File: config.mk
export PLATFORM = sky130hd
export DESIGN_NAME = time_set_ctrl
export DESIGN_NICKNAME = d
export VERILOG_FILES = /design/src/rtl/time_set_ctrl.sv
export SDC_FILE = /design/constraint.sdc
export NUM_CORES = 1
export LEC_CHECK = 0
export BUFFER_PORTS_ARGS = -buffer_cell sky130_fd_sc_hd__buf_4
export CAP_MARGIN = 20
export CORE_MARGIN = 2
export CORE_UTILIZATION = 50
export CTS_CLUSTER_SIZE = 14
export DETAILED_ROUTE_END_ITERATION = 10
export PLACE_DENSITY = 0.75
export RECOVER_POWER = 100
export SETUP_SLACK_MARGIN = 0.4
export SKIP_CTS_REPAIR_TIMING = 1
export SYNTH_ARGS = -nofsm -noshare
export SYNTH_HDL_FRONTEND = slang
export SYNTH_SLANG_ARGS = --single-unit
File: constraint.sdc
create_clock -name clk_i -period 6.9 [get_ports clk_i]
set_input_delay 1.035 -clock clk_i [delete_from_list [all_inputs] [get_ports clk_i]]
set_output_delay 1.035 -clock clk_i [all_outputs]
set_load 0.02 [all_outputs]
File: src/rtl/time_set_ctrl.sv
// time_set_ctrl
// Button-driven editor for the calendar clock's time fields. Entering edit
// mode seeds the edit registers from the running clock. The user then steps
// through year, month, day, hour and minute. Committing issues a one-cycle
// load strobe carrying the edited values, with seconds forced to zero.
//
// Ports:
//   clk_i, rst_i                 clock, asynchronous active-high reset
//   btn_mode_i                   enter edit / advance to next field (debounced level)
//   btn_inc_i, btn_dec_i         step current field up / down (debounced level)
//   cur_*_i                      clock's current year/month/day/hour/minute
//   set_*_o                      edited values (set_second_o is always 0)
//   load_o                       one-cycle strobe, set_*_o valid in that cycle
//   editing_o                    high while editing or committing
//   field_o                      0=none 1=year 2=month 3=day 4=hour 5=minute
//
// state     | meaning
// ----------+--------------------------------------------------
// IDLE      | not editing, set_* hold last edited/committed values
// SET_YEAR  | stepping year   (YEAR_MIN..YEAR_MAX)
// SET_MONTH | stepping month  (1..12)
// SET_DAY   | stepping day    (1..30)
// SET_HOUR  | stepping hour   (0..23)
// SET_MIN   | stepping minute (0..59)
// COMMIT    | one cycle, raises load on the following cycle

module time_set_ctrl #(
  parameter int YEAR_MIN       = 2000,
  parameter int YEAR_MAX       = 2099,
  parameter int HOLD_CYCLES    = 500,
  parameter int REPEAT_CYCLES  = 100,
  parameter int TIMEOUT_CYCLES = 10000
) (
  input  logic        clk_i,
  input  logic        rst_i,
  input  logic        btn_mode_i,
  input  logic        btn_inc_i,
  input  logic        btn_dec_i,
  input  logic [11:0] cur_year_i,
  input  logic [3:0]  cur_month_i,
  input  logic [4:0]  cur_day_i,
  input  logic [5:0]  cur_hour_i,
  input  logic [5:0]  cur_minute_i,
  output logic [11:0] set_year_o,
  output logic [3:0]  set_month_o,
  output logic [4:0]  set_day_o,
  output logic [5:0]  set_hour_o,
  output logic [5:0]  set_minute_o,
  output logic [5:0]  set_second_o,
  output logic        load_o,
  output logic        editing_o,
  output logic [2:0]  field_o
);

  localparam int RMAX = (HOLD_CYCLES > REPEAT_CYCLES) ? HOLD_CYCLES : REPEAT_CYCLES;
  localparam int RW   = $clog2(RMAX + 1);
  localparam int TW   = $clog2(TIMEOUT_CYCLES + 1);

  localparam logic [RW-1:0] HOLD_LD = RW'(HOLD_CYCLES);
  localparam logic [RW-1:0] REP_LD  = RW'(REPEAT_CYCLES);
  localparam logic [TW-1:0] TO_LD   = TW'(TIMEOUT_CYCLES);
  localparam logic [11:0]   Y_LO    = 12'(YEAR_MIN);
  localparam logic [11:0]   Y_HI    = 12'(YEAR_MAX);

  typedef enum logic [2:0] {
    IDLE, SET_YEAR, SET_MONTH, SET_DAY, SET_HOUR, SET_MIN, COMMIT
  } state_t;

  state_t        state_q, state_d;
  logic          mode_hist_q, inc_hist_q, dec_hist_q;
  logic [RW-1:0] inc_rep_q, dec_rep_q;
  logic [TW-1:0] to_q, to_d;
  logic [11:0]   year_q, year_d;
  logic [3:0]    month_q, month_d;
  logic [4:0]    day_q, day_d;
  logic [5:0]    hour_q, hour_d;
  logic [5:0]    minute_q, minute_d;
  logic          load_q, editing_q;
  logic [2:0]    field_q;

  logic mode_edge, inc_edge, dec_edge, any_edge;
  logic inc_tick, dec_tick, inc_step, dec_step, up, dn;
  logic in_set, timeout;

  function automatic logic [11:0] clamp(input logic [11:0] v, input logic [11:0] lo,
                                        input logic [11:0] hi);
    if (v > hi) return hi;
    if (v < lo) return lo;
    return v;
  endfunction

  // Wrapping step; the >=/<= compares keep an out-of-range value from
  // running away even though entry clamping should prevent one.
  function automatic logic [11:0] step(input logic [11:0] v, input logic [11:0] lo,
                                       input logic [11:0] hi, input logic inc,
                                       input logic dec);
    if (inc) return (v >= hi) ? lo : v + 12'd1;
    if (dec) return (v <= lo) ? hi : v - 12'd1;
    return v;
  endfunction

  function automatic logic [2:0] field_of(input state_t s);
    case (s)
      SET_YEAR:  return 3'd1;
      SET_MONTH: return 3'd2;
      SET_DAY:   return 3'd3;
      SET_HOUR:  return 3'd4;
      SET_MIN:   return 3'd5;
      default:   return 3'd0;
    endcase
  endfunction

  assign mode_edge = btn_mode_i & ~mode_hist_q;
  assign inc_edge  = btn_inc_i  & ~inc_hist_q;
  assign dec_edge  = btn_dec_i  & ~dec_hist_q;
  assign any_edge  = mode_edge | inc_edge | dec_edge;

  // Repeat counters only advance while the other step button is released.
  assign inc_tick = btn_inc_i & ~btn_dec_i & (inc_rep_q == RW'(1));
  assign dec_tick = btn_dec_i & ~btn_inc_i & (dec_rep_q == RW'(1));
  assign inc_step = inc_edge | inc_tick;
  assign dec_step = dec_edge | dec_tick;
  assign up       = inc_step & ~dec_step;
  assign dn       = dec_step & ~inc_step;

  assign in_set  = (state_q == SET_YEAR) || (state_q == SET_MONTH) || (state_q == SET_DAY) ||
                   (state_q == SET_HOUR) || (state_q == SET_MIN);
  assign timeout = (to_q == TW'(1)) & ~any_edge;

  always_comb begin
    state_d  = state_q;
    to_d     = to_q;
    year_d   = year_q;
    month_d  = month_q;
    day_d    = day_q;
    hour_d   = hour_q;
    minute_d = minute_q;

    if (in_set) begin
      if (any_edge)         to_d = TO_LD;
      else if (to_q != '0)  to_d = to_q - TW'(1);
    end

    case (state_q)
      IDLE: begin
        if (mode_edge) begin
          state_d  = SET_YEAR;
          to_d     = TO_LD;
          year_d   = clamp(cur_year_i, Y_LO, Y_HI);
          month_d  = cur_month_i;
          day_d    = cur_day_i;
          hour_d   = cur_hour_i;
          minute_d = cur_minute_i;
        end
      end
      SET_YEAR: begin
        if (mode_edge) begin
          state_d = SET_MONTH;
          month_d = 4'(clamp({8'd0, month_q}, 12'd1, 12'd12));
        end else if (timeout) state_d = IDLE;
        else year_d = step(year_q, Y_LO, Y_HI, up, dn);
      end
      SET_MONTH: begin
        if (mode_edge) begin
          state_d = SET_DAY;
          day_d   = 5'(clamp({7'd0, day_q}, 12'd1, 12'd30));
        end else if (timeout) state_d = IDLE;
        else month_d = 4'(step({8'd0, month_q}, 12'd1, 12'd12, up, dn));
      end
      SET_DAY: begin
        if (mode_edge) begin
          state_d = SET_HOUR;
          hour_d  = 6'(clamp({6'd0, hour_q}, 12'd0, 12'd23));
        end else if (timeout) state_d = IDLE;
        else day_d = 5'(step({7'd0, day_q}, 12'd1, 12'd30, up, dn));
      end
      SET_HOUR: begin
        if (mode_edge) begin
          state_d  = SET_MIN;
          minute_d = 6'(clamp({6'd0, minute_q}, 12'd0, 12'd59));
        end else if (timeout) state_d = IDLE;
        else hour_d = 6'(step({6'd0, hour_q}, 12'd0, 12'd23, up, dn));
      end
      SET_MIN: begin
        if (mode_edge)    state_d = COMMIT;
        else if (timeout) state_d = IDLE;
        else minute_d = 6'(step({6'd0, minute_q}, 12'd0, 12'd59, up, dn));
      end
      COMMIT:  state_d = IDLE;
      default: state_d = IDLE;
    endcase
  end

  always_ff @(posedge clk_i or posedge rst_i) begin
    if (rst_i) begin
      state_q     <= IDLE;
      mode_hist_q <= 1'b0;
      inc_hist_q  <= 1'b0;
      dec_hist_q  <= 1'b0;
      to_q        <= '0;
      year_q      <= Y_LO;
      month_q     <= 4'd1;
      day_q       <= 5'd1;
      hour_q      <= 6'd0;
      minute_q    <= 6'd0;
      load_q      <= 1'b0;
      editing_q   <= 1'b0;
      field_q     <= 3'd0;
    end else begin
      state_q     <= state_d;
      mode_hist_q <= btn_mode_i;
      inc_hist_q  <= btn_inc_i;
      dec_hist_q  <= btn_dec_i;
      to_q        <= to_d;
      year_q      <= year_d;
      month_q     <= month_d;
      day_q       <= day_d;
      hour_q      <= hour_d;
      minute_q    <= minute_d;
      // load trails COMMIT by a cycle; editing is held through that cycle
      // so it drops together with load.
      load_q      <= (state_q == COMMIT);
      editing_q   <= (state_d != IDLE) || (state_q == COMMIT);
      field_q     <= field_of(state_d);
    end
  end

  // Down-counters: reload HOLD on the press, tick at terminal count 1,
  // then reload REPEAT. Frozen while the opposite button is held.
  always_ff @(posedge clk_i or posedge rst_i) begin
    if (rst_i) begin
      inc_rep_q <= '0;
      dec_rep_q <= '0;
    end else begin
      if (!btn_inc_i)                inc_rep_q <= '0;
      else if (inc_edge)             inc_rep_q <= HOLD_LD;
      else if (!btn_dec_i) begin
        if (inc_rep_q == RW'(1))     inc_rep_q <= REP_LD;
        else if (inc_rep_q != '0)    inc_rep_q <= inc_rep_q - RW'(1);
      end

      if (!btn_dec_i)                dec_rep_q <= '0;
      else if (dec_edge)             dec_rep_q <= HOLD_LD;
      else if (!btn_inc_i) begin
        if (dec_rep_q == RW'(1))     dec_rep_q <= REP_LD;
        else if (dec_rep_q != '0)    dec_rep_q <= dec_rep_q - RW'(1);
      end
    end
  end

  assign set_year_o   = year_q;
  assign set_month_o  = month_q;
  assign set_day_o    = day_q;
  assign set_hour_o   = hour_q;
  assign set_minute_o = minute_q;
  assign set_second_o = 6'd0;
  assign load_o       = load_q;
  assign editing_o    = editing_q;
  assign field_o      = field_q;

endmodule

# --- Yosys cells after proc, flatten, opt, wreduce, memory -nomap -nowiden ---
# Index checks and enable logic that the tools add are counted.
totals:
  mem_bits_rw: 0
  mem_count: 0
  romBits: 0
  word_cells: 282
  latchBits: 0
  out_inout_bits: 44
  reg_bits: 76
classes:
  n_mul: 0
  bitwise_logic: 22
  n_reduce_logical: 22
  muxes: 150
  add_sub_neg: 13
  shifts: 0
  n_eq_ne: 42
  order_cmp: 18
  n_div: 0
ops:
  columns: ["cell", "count"]
  rows:
  - ["two-way mux 12 bit", 13]
  - ["two-way mux 6 bit", 24]
  - ["two-way mux 9 bit", 10]
  - ["two-way mux 14 bit", 5]
  - ["two-way mux 5 bit", 14]
  - ["two-way mux 1 bit", 56]
  - ["two-way mux 4 bit", 14]
  - ["case mux 6 bit (3 select lines)", 2]
  - ["!= test 2 bit (second input constant)", 15]
  - ["AND reduction 7 bit", 4]
  - ["case mux 12 bit (2 select lines)", 1]
  - ["two-way mux 3 bit", 7]
  - ["!= test 3 x 1 -> 1 bit (second input constant)", 7]
  - ["equality test 9 x 1 -> 1 bit (second input constant)", 2]
  - ["case mux 3 bit (6 select lines)", 1]
  - ["nonzero test 9 bit", 2]
  - ["subtractor 9 x 1 -> 9 bit (second input constant)", 2]
  - ["equality test 3 bit (second input constant)", 5]
  - ["case mux 3 bit (5 select lines)", 1]
  - ["case mux 5 bit (3 select lines)", 1]
  - ["nonzero test 3 bit", 5]
  - ["equality test 14 x 1 -> 1 bit (second input constant)", 1]
  - ["nonzero test 14 bit", 1]
  - ["subtractor 14 x 1 -> 14 bit (second input constant)", 1]
  - ["other kinds (39)", 73]

# --- Logic depth before layout (Yosys ltp) ---
# Gate-level depths: netlist (run 1).
logic_depth:
  word_depth: 19
  depth_mapped: 10

# --- Least setup slack after synthesis (run 1) ---
# Ideal clock, no wire load.
synth_path:
  kind: "input port to flip-flop"
  start: "input btn_inc_i"
  end: "register day_q[3], in the netlist set_day_o[3]"
  path_stages: 7
  path_slack_ns: 4.322
  arrival_time_ns: 2.454
  path_buffers: 1
  path_cell_list: "clkbuf_1 > inv_1 > o311ai_2 > o211ai_2 > o31ai_4 > o31a_1 > a21oi_1"
synth_via:
  elab_chain_cells: 14
  word_cells_on_any_way: 34
  classes_between: "eq/ne: 2; mux: 15; bitwise: 16; reduce/logical: 1"
synth_rtl:
  columns: ["element", "line", "text"]
  rows:
  - ["start: declaration", "37", "input logic btn_inc_i,"]
  - ["inverter 1 bit", "120", "assign dec_tick = btn_dec_i & ~btn_inc_i & (dec_rep_q == RW'(1));"]
  - ["bitwise AND 1 bit (2 in a row)", "120", null]
  - ["bitwise OR 1 bit", "122", "assign dec_step = dec_edge | dec_tick;"]
  - ["inverter 1 bit", "123", "assign up = inc_step & ~dec_step;"]
  - ["bitwise AND 1 bit", "123", null]
  - ["two-way mux 1 bit", "97", "if (inc) return (v >= hi) ? lo : v + 12'd1;"]
  - ["two-way mux 1 bit", "174", "end else if (timeout) state_d = IDLE;"]
  - ["two-way mux 1 bit", "171", "if (mode_edge) begin"]
  - ["two-way mux 1 bit", "144", "case (state_q)"]
  - ["two-way mux 5 bit", "98", "if (dec) return (v <= lo) ? hi : v - 12'd1;"]
  - ["two-way mux 5 bit", "174", null]
  - ["two-way mux 5 bit", "171", null]
  - ["case mux 5 bit (3 select lines)", "144", null]
  - ["end signal: assignment", "217", "day_q <= day_d;"]
  - ["end: declaration", "75", "logic [4:0] day_q, day_d;"]
# Parallel ways exist; a longest one is shown, timed or not. The select of a mux whose other input is x is not followed.
# A chain may end at the register's enable or synchronous reset.

# --- Worst setup path in the final report (run 1) ---
layout_path:
  start: "input btn_dec_i"
  end: "register month_q[2], in the netlist set_month_o[2]"
layout_via:
  elab_chain_cells: 13
  word_cells_on_any_way: 33
  classes_between: "eq/ne: 2; mux: 15; bitwise: 15; reduce/logical: 1"
layout_rtl:
  columns: ["element", "line", "text"]
  rows:
  - ["start: declaration", "38", "input logic btn_dec_i,"]
  - ["inverter 1 bit or bitwise AND 1 bit (tied branches)", "119, 120", null]
  - ["bitwise AND 1 bit, on equally long branches", "119, 120", null]
  - ["bitwise AND 1 bit or bitwise OR 1 bit (tied branches)", "119, 122", null]
  - ["bitwise OR 1 bit or inverter 1 bit (tied branches)", "121, 123", null]
  - ["bitwise AND 1 bit or inverter 1 bit (tied branches)", "123, 124", null]
  - ["two-way mux 1 bit or bitwise AND 1 bit (tied branches)", "97, 124", null]
  - ["two-way mux 1 bit, on equally long branches", "167, 98", null]
  - ["two-way mux 1 bit, on equally long branches", "164, 98", null]
  - ["two-way mux 1 bit, on equally long branches", "144, 167", null]
  - ["two-way mux 4 bit or two-way mux 1 bit (tied branches)", "98, 164", null]
  - ["two-way mux 4 bit or two-way mux 1 bit (tied branches)", "167, 144", null]
  - ["two-way mux 4 bit or != test 3 x 1 -> 1 bit (tied branches)", null, null]
  - ["case mux 4 bit (3 select lines) or AND reduction 7 bit (tied branches)", null, null]
  - ["end signal: assignment", "216", "month_q <= month_d;"]
  - ["end: declaration", "74", "logic [3:0] month_q, month_d;"]
# Parallel ways exist; a longest one is shown, timed or not. The select of a mux whose other input is x is not followed.

==> results of run 1 <==
## layout make-up
type                            count  area [sq um]  share of cell area (%)
Clock inverter                      7          60.1                   0.903
Timing Repair Buffer               80           482                    7.24
Clock buffer                        9           225                    3.39
Inverter                           35           131                    1.98
Multi-Input combinational cell    603          3660                    55.1
Sequential cell                    76          1910                    28.7
Tap cell                          143           179                    2.69
## registers in the layout, indices dropped and copies added (netlist names), 4 cells and up
name          count
set_hour_o        6
set_month_o       4
set_year_o       12
inc_rep_q         9
to_q             14
dec_rep_q         9
set_day_o         5
set_minute_o      6
## metal layers
| layer | track usage (%) | share of wire [%] | up-vias |
|---|---|---|---|
| li1 | - | - | 2870 |
| met1 | 33.0 | 44 | 2816 |
| met2 | 41.3 | 48 | 222 |
| met3 | 3.27 | 5.7 | 36 |
| met4 | 9.84 | 2.5 | 0 |
| met5 | 0 | 0 | - |
## worst max-delay path by stage
stage | to | slack [ns]
after floorplan | dec_hist_q$_DFF_PP0_ | 3.94
after global placement | set_day_o[2]$_DFFE_PP0P_ | 3.47
after detailed placement | set_day_o[2]$_DFFE_PP0P_ | 3.40
after CTS | set_day_o[2]$_DFFE_PP0P_ | 3.61
after global routing | set_month_o[2]$_DFFE_PP0P_ | 1.96
final | set_month_o[2]$_DFFE_PP0P_ | 2.25
## metrics by stage
step | cells | power, mW | instance area (sq um) | setup slack, ns
finish | 953 | 2.74 | 6650 | 2.25
detailed placement | 935 | 2.34 | 6500 | 3.40
floorplan | 764 | 1.93 | 5980 | 3.94
CTS | 951 | 2.81 | 6790 | 3.61
global placement | 935 | 2.30 | 6500 | 3.47
global route | 953 | 2.96 | 6650 | 1.96
## cells in the final DEF (no fill, tap or decap), drive strengths merged, types with 11 or more instances in the layout
cell type  synthesis  final
nor2              98     98
nor3              35     35
inv               35     38
a31oi             22     22
or3               16     16
clkbuf            35     47
dfrtp             68     68
o21ai             64     64
nand2             63     63
nand2b            11     11
nor4              11     11
ha                21     21
xnor2             14     14
a21oi             55     55
buf               15     42
nand3             25     25
## cells by family after synthesis
kind of cell,share of synthesized area (%)
and+or+nand+nor,25.6
AOI/OAI and AO/OA,27.5
buffers and inverters,6.40
DFF,32.1
adders and majority gates,4.41
xor gates and xnor gates,2.94
muxes,1.03
other,0.0629
## worst register-to-register path, cell delays in order (launching register included)
cell and delay, ns:
dfrtp_1 0.38, inv_1 0.09, ha_1 0.14, or4b_1 0.55, nor4_1 1.52, nor2_1 0.57
clkbuf_1 0.53, or3_1 0.46, o221a_2 0.14, o221ai_1 0.14
## report_power, final
part	leakage, nW	total [mW]	switching (mW)	internal [mW]
Clock	0.137	0.457	0.208	0.249
Sequential	0.906	0.926	0.323	0.603
Combinational	1.64	1.36	0.829	0.530
==> results.yml, run 1 <==
run_status:
  outcome: "complete, but fails checks"
  violations: "DRC, capacitance limit, slew limit"
power:
  leakagePower_nw: 2.68
  vdd_ir_drop_max_v: 0.000156
  power_density_nw_per_um2: 412
clocking:
  cts_buffers: 9
  cts_tree: "yes"
  clk_pin_slew_ns: 0.06
  h-tree-depth: 3
  ctsLongestPathBuffers: 2
  clock_sinks: 76
  clock-root-buffer: "clkbuf_16"
  worstSkewPairLatency_ns: 0.36
sta:
  hold_slack_ns: 0.511
  rsz0062_at_grt: "false"
  timing.final.crit_share_pct: 67.4
  fin_crit_ns: 4.65
  finClkSkew_ns: 0.00803
  timing.final.hold_violations: 0
  slew_violations: 11
  tightest_slew_ns: 1.89
  slew_headroom_pct: -27.0
  max_freq_mhz: 215
  finalSetupTns_ns: 0
  setup_viol: 0
cells_and_area:
  fillCellCount: 1054
  nNetsFinal: 864
  postLayoutCoreUtil_pct: 57.8
  diodes: 0
  area_delta_synth_final_pct: 11.5
  drive_gt1_share_pct: 9.63
routing:
  final_antenna_net_count: 0
  num_vias: 5944
  avgRoutedWirePerCell_microns: 16.6
  totalWireLength_mm: 15.8
  drc: 9
  drt-pass1-iter-count: 8
  viasPerCell: 6.24
  first_iter_violations: 611
place:
  dp_hpwl_mm: 11.1
  io_buffers: 75
  gp_congestion: 0.896
setup_path:
  crit_start: "btn_dec_i"
  rrSetupSlack_ns: 2.28
  reg2reg_depth: 9
  path_class: "input port to flip-flop"
  setup.worst_path.end_class: "flip-flop"
  worst-path-buf-inv: 2
  rr_endpoint: "set_month_o[2]$_DFFE_PP0P_"
  worstSetupStartpointType: "input port"
  path_common_cell: "clkbuf_1"
  path_cells: "clkbuf_1, nand2b_1, nor4_1, nor2_1, clkbuf_1, or3_1, o221a_2, o221ai_1"
  path_delay_family: "simple AND/OR/NAND/NOR gates"
  required_ns: 7.17
  arrival_ns: 4.92
  r2r_start: "dec_rep_q[1]$_DFFE_PP0P_"
  cpPeakStageDelay_ns: 1.44
  crit_fanout: 20
  slowest_stage: "nor4_1"
  worstSetupPathDepth: 8
min_path:
  worstHoldEndpoint: "dec_rep_q[7]$_DFFE_PP0P_"
  min_path_type: "flip-flop to flip-flop"
  worstHoldPathCells: 1
  hp-start: "dec_rep_q[7]$_DFFE_PP0P_"
grt:
  antenna_found_initial: 0
  track_usage_pct: 24.9
  grt_pass1_wl_mm: 26.0
  grt_pass1_vias: 5469
  grt-ovfl-total: 0
  grt_start_max_net_pins: 77
die:
  initial_core_util_pct: 51.8
  boundaryPins: 82
  fp-row-count: 39
  die_w_microns: 113
  fp.dieArea_sq_um: 12800
  dieHeight_microns: 113
  coreArea_sq_um: 11500
yosys:
  synth_top_cell_area_share_pct: 28.5
  synthCells: 759
  yosysMostFrequentCell: "nor2_1"
  synth_area_leader_cell: "dfrtp_1"
  yosysWarnings: 0
  synth_area_sq_um: 5960
  avgSynthCellArea_sq_um: 7.86
  synth_common_cells: "97 x nor2_1, 68 x dfrtp_1, 63 x nand2_1"
  synth_cell_types: 86
  synth-edff-count: 0
  synth_area_leaders: "dfrtp_1 29%, nor2_1 6.1%, o21ai_0 5.2%, a21oi_1 4.6%, ha_1 4.4%"
  ys.flop_type: "dfrtp_1"
  async_reset_ff_share_pct: 100
  ys_seq_area_share_pct: 32.1
  ys_ff_latch: 76
job:
  drv_cap: 1
No activity file was read; power rests on OpenSTA's default activity.
==> run 2: changes to the inputs <==
Clock period 6.9 ns to 4.7 ns, I/O delays scaled along.
==> run 2 against run 1 <==
Net effect: the flow still finishes with violations (DRC, capacitance limit, slew limit); cell area grew 0.96%; core utilization grew 0.55 points; clock skew grew 0.0021 ns; worst hold slack lost 0.067 ns; die area is the same; final cell count is the same; register-to-register slack lost 0.95 ns; combinational power grew 46%.
==> results.yml, run 2 (same netlist as run 1, synthesis figures left out) <==
cells_and_area:
  drive_gt1_share_pct: 9.63
  final_cell_mix: "98 x nor2_1, 68 x dfrtp_1, 64 x o21ai_0"
  postLayoutCoreUtil_pct: 58.3
  nNetsFinal: 864
  largest_reg_flops: 14
  fillCellCount: 1075
  diodes: 0
  final_common_cell: "nor2_1"
  area_delta_synth_final_pct: 12.6
  regMostFlops: "to_q"
sta:
  slew_headroom_pct: -17.8
  fin_crit_ns: 3.37
  setup_ws_ns: 1.33
  finalSetupTns_ns: 0
  timing.final.crit_share_pct: 71.6
  slew_violations: 63
  rsz0062_at_grt: "false"
  max_freq_mhz: 297
  tightest_slew_ns: 1.77
  timing.final.hold_violations: 0
  setup_viol: 0
  finClkSkew_ns: 0.0101
grt:
  grt-ovfl-total: 0
  antenna_found_initial: 0
  grt_start_max_net_pins: 47
  track_usage_pct: 25.1
  grt_pass1_wl_mm: 26.5
  grt_pass1_vias: 5736
routing:
  viasPerCell: 6.31
  num_vias: 6012
  avgRoutedWirePerCell_microns: 16.6
  drc: 9
  final_antenna_net_count: 0
  drt-pass1-iter-count: 9
  first_iter_violations: 608
  totalWireLength_mm: 15.8
setup_path:
  crit_fanout: 30
  slowest_stage: "nand2_1"
  setup.worst_path.end_class: "flip-flop"
  required_ns: 4.91
  cpPeakStageDelay_ns: 0.77
  path_cells: "inv_1, ha_1, or4b_1, or4_1, nand2_1, nor3b_1, o41ai_1, a31oi_1"
  path_class: "flip-flop to flip-flop"
  arrival_ns: 3.58
  worstSetupStartpointType: "flip-flop"
min_path:
  min_path_type: "input port to async pin"
clocking:
  worstSkewPairLatency_ns: 0.35
  clk_pin_slew_ns: 0.06
  h-tree-depth: 3
  clock_sinks: 76
  cts_tree: "yes"
  cts_buffers: 9
  ctsLongestPathBuffers: 2
  clock-root-buffer: "clkbuf_16"
die:
  coreArea_sq_um: 11500
  initial_core_util_pct: 51.8
  dieHeight_microns: 113
  die_w_microns: 113
  boundaryPins: 82
  fp-row-count: 39
  fp.dieArea_sq_um: 12800
power:
  power.internal_mw: 2.23
  seqPwrFrac_pct: 32.5
  clockPowerShare_pct: 20.4
  pwr-share-comb_pct: 47.1
  vdd_ir_drop_max_v: 0.000236
  p_sw_share_pct: 47.0
  p_switching_mw: 1.98
  leakagePower_nw: 2.72
  power_density_nw_per_um2: 627
place:
  io_buffers: 75
  post-place-ws_ns: 1.41
  dp_hpwl_mm: 11.2
  gp_congestion: 0.908
job:
  drv_cap: 2
run_status:
  outcome: "complete, but fails checks"
  violations: "DRC, capacitance limit, slew limit"
-- run 2: cell count changes in the layout (fill, tap and decap cells not counted), moves of 2 or more --
| cell | previous run | this run |
|---|---|---|
| bufinv_16 | 0 | 4 |
| clkinv_2 | 0 | 2 |
| clkinv_4 | 3 | 1 |
| inv_6 | 3 | 0 |
| buf_4 | 41 | 43 |
-- run 2: power by group through the flow --
stage | Combinational [mW] | Clock, mW | Sequential (mW)
global placement | 2.02 | 0 | 1.36
floorplan | 1.53 | 0 | 1.30
global route | 2.20 | 0.902 | 1.42
CTS | 2.08 | 0.874 | 1.36
finish | 1.98 | 0.859 | 1.37
detailed placement | 2.07 | 0 | 1.38
-- run 2: worst max-delay path, delay by kind of cell, from the launching register on --
kind | cells | cell delay (ns)
AOI/OAI and AO/OA | 2 | 0.49
adders and majority gates | 1 | 0.16
buffers and inverters | 1 | 0.10
DFF | 1 | 0.38
and+or+nand+nor | 4 | 2.09
-- run 2: per-layer routing --
layer	wire [microns]	up-vias	global-route usage (%)
met5	0	-	0
met2	7810	230	42.9
met4	280	0	10.7
li1	-	2872	-
met1	6750	2887	31.7
met3	954	23	3.75
-- run 2: worst paths after layout --
check	start	endpoint	slack, ns	cells after the start
setup reg to reg	dec_rep_q[1]$_DFFE_PP0P_	set_day_o[2]$_DFFE_PP0P_	1.33	8
max in group asynchronous	rst_i	set_minute_o[4]$_DFFE_PP0P_	2.21	3
hold reg to reg	dec_rep_q[7]$_DFFE_PP0P_	dec_rep_q[7]$_DFFE_PP0P_	0.50	1
min in group clk_i	dec_rep_q[7]$_DFFE_PP0P_	dec_rep_q[7]$_DFFE_PP0P_	0.50	1
hold / removal	rst_i	dec_rep_q[5]$_DFFE_PP0P_	0.44	2
setup / recovery	dec_rep_q[1]$_DFFE_PP0P_	set_day_o[2]$_DFFE_PP0P_	1.33	8
-- run 2: per-stage QoR --
step	area [sq um]	hold slack (ns)	cells	power (mW)
after global routing	6720	0.505	953	4.52
final	6720	0.444	953	4.21
after global placement	6500	0.476	935	3.38
after CTS	6870	0.480	951	4.32
after floorplan	5980	0.458	764	2.83
after detailed placement	6500	0.483	935	3.44
-- run 2: area by class of cell --
| type | count | area, sq um | area share (%) |
|---|---|---|---|
| well taps | 143 | 179 | 2.66 |
| clock buffers | 9 | 225 | 3.35 |
| flip-flops and latches | 76 | 1910 | 28.5 |
| repair buffers | 80 | 465 | 6.93 |
| clock inverters | 7 | 139 | 2.07 |
| inverters | 35 | 131 | 1.96 |
| multi-input cells | 603 | 3660 | 54.6 |
